[src/rtl/im_write_ctrl_pkg.sv]
`default_nettype none
// ============================================================================
// Module   : im_write_ctrl_pkg
// Brief    : Shared CPU definitions for the instruction-memory write path:
//            write-sequencer state encoding, fetch NOP and IM region bounds.
// Revision : 1.0 - initial release
// ============================================================================
package im_write_ctrl_pkg;

  // Write sequencer states
  typedef enum logic [2:0] {
    ST_IDLE  = 3'd0,
    ST_SETUP = 3'd1,
    ST_PULSE = 3'd2,
    ST_HOLD  = 3'd3,
    ST_ACK   = 3'd4
  } im_state_e;

  // Instruction handed to fetch while the SRAM is owned by a write
  localparam logic [15:0] C_NOP_INST = 16'h0800;

  // IM address window [C_IM_BASE, C_IM_END), shared with the pause unit
  localparam logic [15:0] C_IM_BASE = 16'h4000;
  localparam logic [16:0] C_IM_END  = 17'h08000;

endpackage : im_write_ctrl_pkg
`default_nettype wire

[src/rtl/im_write_ctrl.sv]
`default_nettype none
// ============================================================================
// Module   : im_write_ctrl
// Brief    : Time-shares the single-port instruction SRAM between fetch and
//            store-to-IM writes. Each write runs SETUP/PULSE/HOLD on the WE
//            strobe, then pulses an acknowledge so the stalled store retires.
// Revision : 1.0 - initial release
// ============================================================================
module im_write_ctrl
  import im_write_ctrl_pkg::*;
#(
  parameter int          SETUP_CYC = 1,
  parameter int          PULSE_CYC = 2,
  parameter int          HOLD_CYC  = 1,
  parameter logic [15:0] NOP_INST  = C_NOP_INST
) (
  input  logic        clk,
  input  logic        rst,
  input  logic        ImWrite,
  input  logic [15:0] ImWriteAddr,
  input  logic [15:0] ImWriteData,
  input  logic [15:0] PcAddr,
  output logic [15:0] RamAddr,
  output logic [15:0] RamDataOut,
  output logic        RamDataOe,
  input  logic [15:0] RamDataIn,
  output logic        RamWE_n,
  output logic        RamOE_n,
  output logic [15:0] InstOut,
  output logic        Busy,
  output logic        ImWriteAck
);

  // One shared down-counter sized for the longest phase
  localparam int CNT_MAX = (SETUP_CYC > PULSE_CYC) ?
                           ((SETUP_CYC > HOLD_CYC) ? SETUP_CYC : HOLD_CYC) :
                           ((PULSE_CYC > HOLD_CYC) ? PULSE_CYC : HOLD_CYC);
  localparam int CNT_W   = $clog2(CNT_MAX + 1);

  localparam logic [CNT_W-1:0] SETUP_LD = CNT_W'(SETUP_CYC - 1);
  localparam logic [CNT_W-1:0] PULSE_LD = CNT_W'(PULSE_CYC - 1);
  localparam logic [CNT_W-1:0] HOLD_LD  = CNT_W'(HOLD_CYC - 1);
  localparam logic [CNT_W-1:0] CNT_ONE  = CNT_W'(1);

  im_state_e        state_q, state_d;
  logic [CNT_W-1:0] cnt_q,   cnt_d;
  logic [15:0]      addr_q,  addr_d;
  logic [15:0]      data_q,  data_d;

  // State, phase counter and frozen write address/data; reset aborts a write
  always_ff @(posedge clk) begin
    if (!rst) begin
      state_q <= ST_IDLE;
      cnt_q   <= '0;
      addr_q  <= '0;
      data_q  <= '0;
    end else begin
      state_q <= state_d;
      cnt_q   <= cnt_d;
      addr_q  <= addr_d;
      data_q  <= data_d;
    end
  end

  // Next-state sequencing and SRAM/pipeline strobes decoded from state
  always_comb begin
    state_d    = state_q;
    cnt_d      = cnt_q;
    addr_d     = addr_q;
    data_d     = data_q;
    RamAddr    = addr_q;
    RamDataOut = data_q;
    RamDataOe  = 1'b0;
    RamOE_n    = 1'b1;
    RamWE_n    = 1'b1;
    InstOut    = NOP_INST;
    Busy       = 1'b1;
    ImWriteAck = 1'b0;

    case (state_q)
      ST_IDLE: begin
        // Fetch owns the SRAM; read data flows straight to IF/ID
        RamAddr = PcAddr;
        RamOE_n = 1'b0;
        InstOut = RamDataIn;
        Busy    = 1'b0;
        if (ImWrite) begin
          addr_d  = ImWriteAddr;
          data_d  = ImWriteData;
          cnt_d   = SETUP_LD;
          state_d = ST_SETUP;
        end
      end
      ST_SETUP: begin
        RamDataOe = 1'b1;
        if (cnt_q == '0) begin
          cnt_d   = PULSE_LD;
          state_d = ST_PULSE;
        end else begin
          cnt_d = cnt_q - CNT_ONE;
        end
      end
      ST_PULSE: begin
        RamDataOe = 1'b1;
        RamWE_n   = 1'b0;
        if (cnt_q == '0) begin
          cnt_d   = HOLD_LD;
          state_d = ST_HOLD;
        end else begin
          cnt_d = cnt_q - CNT_ONE;
        end
      end
      ST_HOLD: begin
        RamDataOe = 1'b1;
        if (cnt_q == '0) begin
          state_d = ST_ACK;
        end else begin
          cnt_d = cnt_q - CNT_ONE;
        end
      end
      ST_ACK: begin
        // Bus released; ImWrite is ignored here so the gap cycle is IDLE
        ImWriteAck = 1'b1;
        state_d    = ST_IDLE;
      end
      default: begin
        state_d = ST_IDLE;
      end
    endcase
  end

endmodule : im_write_ctrl
`default_nettype wire

[config.mk]
export PLATFORM = sky130hd
export DESIGN_NAME = im_write_ctrl
export DESIGN_NICKNAME = d
export VERILOG_FILES = /design/src/rtl/im_write_ctrl_pkg.sv /design/src/rtl/im_write_ctrl.sv
export SDC_FILE = /design/constraint.sdc
export NUM_CORES = 1
export LEC_CHECK = 0
export ABC_AREA = 1
export BUFFER_PORTS_ARGS = -buffer_cell sky130_fd_sc_hd__buf_2
export CORE_ASPECT_RATIO = 1.4
export CORE_UTILIZATION = 35
export CTS_CLUSTER_DIAMETER = 120
export DETAILED_ROUTE_END_ITERATION = 7
export GPL_ROUTABILITY_DRIVEN = 0
export PLACE_DENSITY = 0.67
export SLEW_MARGIN = 20
export SYNTH_ARGS = -nofsm -noshare
export SYNTH_HDL_FRONTEND = slang
export SYNTH_SLANG_ARGS = --single-unit
[constraint.sdc]
create_clock -name clk -period 1.9 [get_ports clk]
set_input_delay 0.19 -clock clk [delete_from_list [all_inputs] [get_ports clk]]
set_output_delay 0.19 -clock clk [all_outputs]
set_load 0.03 [all_outputs]
==> qor.txt <==
Total track usage = 16.4%
Reg2Reg Depth = 7
Class of the most critical setup path = reg -> out
Count of buffers inserted at the top-level ports = 119
Die W = 63.1 µm
Clock transition at the registers of the reported paths = 70 ps
ANT nets after route = 0
Number of primary I/O pins = 120
Num Clock Sinks = 37
Endpoint arrival time on the critical path = 1610 ps
H-tree levels = 2
Final setup violation count = 0
Flop2flop setup slack = 410 ps
Synthesis Warnings = 0
Gate power share = 60.3%
Detail-routed net length per standard cell = 10.4 µm
Slowest cell on crit path = dfxtp_1
Final Max Slew Viols = 0
Distinct cells, synth = 21
Portion of total power attributed to sequential cells = 24.1%
Sequential area share after synthesis = 40.5%
Worst Path Max Fanout = 19
Synthesized area per cell = 6.83 µm²
Net switching power of the design = 0.00224 W
Relative slew margins = 78.2%
Worst Setup Start Kind = flop
Setup repair after global routing missed its margin = false
Final number of hold-violating endpoints = 0
Antenna cell count = 0
Storage cell area = 741 µm²
Part of the total power dissipated in the clock network = 15.6%
Net Count, Synth = 338
First drt pass iteration count = 4
DR iter-0 viols = 28
Detailed-route DRC error count = 0
Power density over cell area = 1710 nW/µm²
Wire length of the first global-routing pass = 7240 µm
Slew at the pin closest to its max-slew limit = 327 ps
Die boundary height = 87.6 µm
Switching part of the total power = 50.2%
Number of max-cap violations = 0
HPWL after DPL = 3530 µm
Endpoint of the most critical setup path = InstOut[11]
Final design instance area without fill = 2600 µm²
Final-layout setup total negative slack = 0 ps
Static Leak = 1.37 nW
Worst setup EP type = output pin
Initial antenna violation count = 0
Post-Synthesis Cells = 268
Standard cell area after detailed placement = 2460 µm²
Final layout net count = 454
Layout overhead on the synthesized area = 42.2%
Ratio of cells with drive above 1 in the final layout = 36.9%
Core region area = 4950 µm²
CTS tree = yes
Total gr overflow = 0
Clock network latency to the later pin of the worst-skew pair = 280 ps
Internal power = 0.00222 W
Synthesized flop and latch total = 37
CTS Buffer Depth = 2
Cell Chain, Critical Path = nor2_4 -> nand2_4 -> buf_4 -> or2_2 -> buf_2
Reg-to-reg critical path startpoint = state_q[0]
Fill cell instance count of the final layout = 498
Drt total wl = 4660 µm
Share of the clock period used by the worst path after layout = 94.7%
F_max = 0.556 GHz
Worst clock skew = 4.43 ps
Area of the multi-input gates = 815 µm²
Floorplan die area = 5530 µm²
Pin count of the biggest net entering global routing = 45
First element of the critical path = state_q[0]
Final worst path period need = 1800 ps
Post-route total power = 0.00446 W
Number of clock buffers inserted by TritonCTS = 5
Row count = 30
Vias in the first global route = 1817
Critical R2R Capture = addr_q[2]
Critical path data required time = 1710 ps
CTS root buf = clkbuf_8
Maximum resistive drop on vdd = 1.16 mV
Post-synthesis instance area = 1830 µm²
Result of the run = complete, no violations
Hold Path Class = in -> reg
Vias after detailed routing = 2050
Vias per Instance = 4.57
Max stage delay on crit path = 410 ps
Initial Util = 36.9%
-- power groups by stage --
stage | sequential [W] | combinational (W) | clock, W
after floorplan | 0.00117 | 0.00194 | 0
after global placement | 0.00109 | 0.00262 | 0
after detailed placement | 0.00110 | 0.00265 | 0
after CTS | 0.00108 | 0.00266 | 0.000733
after global routing | 0.00110 | 0.00291 | 0.000759
final | 0.00108 | 0.00269 | 0.000695
-- worst max-delay path, delay by kind of cell, from the launching register on --
family,cells,cell delay [ps]
and+or+nand+nor,3,550
DFF,1,410
buffers and inverters,2,380
-- metrics by stage --
step                      utilization [%]  hold WS [ps]  cells  setup WS (ps)
after floorplan                         -           328    268            190
after global placement               49.7           434    439            408
after detailed placement             49.7           441    439            369
after CTS                            52.1           156    447           32.5
after global routing                 52.6           154    449           1.26
final                                52.6           169    449            101
-- synthesized netlist by cell type (all sizes together) --
library cell	count	area, µm²
nand2	50	198
inv	40	153
a21oi	37	185
dfxtp	37	741
o21ai	33	165
nand3	23	115
nor2	22	90.1
buf	13	100
clkbuf	6	22.5
ha	3	37.5
nand4	2	12.5
nor3	1	5.00
or2	1	6.26
-- registers in the layout (all words and copies together), names as in the netlist --
name / flops
RamDataOut: 16
addr_q: 16
state_q: 3
cnt_q: 2
-- repair_timing --
item                                    CTS  global route
resized for setup                         0             3
hold buffers                              0             0
buffers inserted                          0             2
endpoints found under the setup margin    0            14
hold endpoints to repair                  0             0
-- logic make-up (layout without fill, tap and decap cells) --
family	count (synthesis)	count (layout)	share of synthesized area [%]
buf+inv	59	176	15.0
flops	37	37	40.5
fa+ha+maj	3	3	2.05
simple gates	99	99	23.3
compound gates	70	70	19.1
-- worst min-delay path by stage --
stage	startpoint	endpoint	slack [ps]	cells after the start
final	ImWriteData[2]	RamDataOut[2]	170	3
after global routing	ImWriteData[2]	RamDataOut[2]	150	3
after CTS	ImWriteData[2]	RamDataOut[2]	160	3
after detailed placement	addr_q[8]	addr_q[8]	440	2
after global placement	addr_q[1]	addr_q[1]	430	2
after floorplan	rst	addr_q[0]	330	2
-- layout by cell type, fill, tap and decap left out --
cell        instances
buf_2             117
nand2_1            48
inv_1              38
dfxtp_1            37
a21oi_1            37
o21ai_0            27
nand3_1            23
nor2_1             21
buf_4               8
o21ai_1             6
clkbuf_8            6
ha_1                3
nand4_1             2
buf_12              2
nor2_4              1
inv_2               1
nand2_4             1
or2_2               1
inv_6               1
nor3_1              1
nand2_2             1
clkinvlp_4          1
bufinv_16           1
clkbuf_4            1
-- cell type report --
type / count / area share (%)
Inverter: 40 / 5.96
Clock buffer: 6 / 3.17
Multi-Input combinational cell: 172 / 31.3
Tap cell: 64 / 3.08
Sequential cell: 37 / 28.4
Timing Repair Buffer: 128 / 26.6
Clock inverter: 2 / 1.44
-- routing by layer --
metal | GRT usage [%] | vias up | wire, µm
li1 | - | 1080 | -
met1 | 15.7 | 867 | 1820
met2 | 32.2 | 94 | 2370
met3 | 4.82 | 9 | 418
met4 | 6.98 | 0 | 62
met5 | 0 | - | 0
Note: power is estimated with default switching activity, not from simulation.
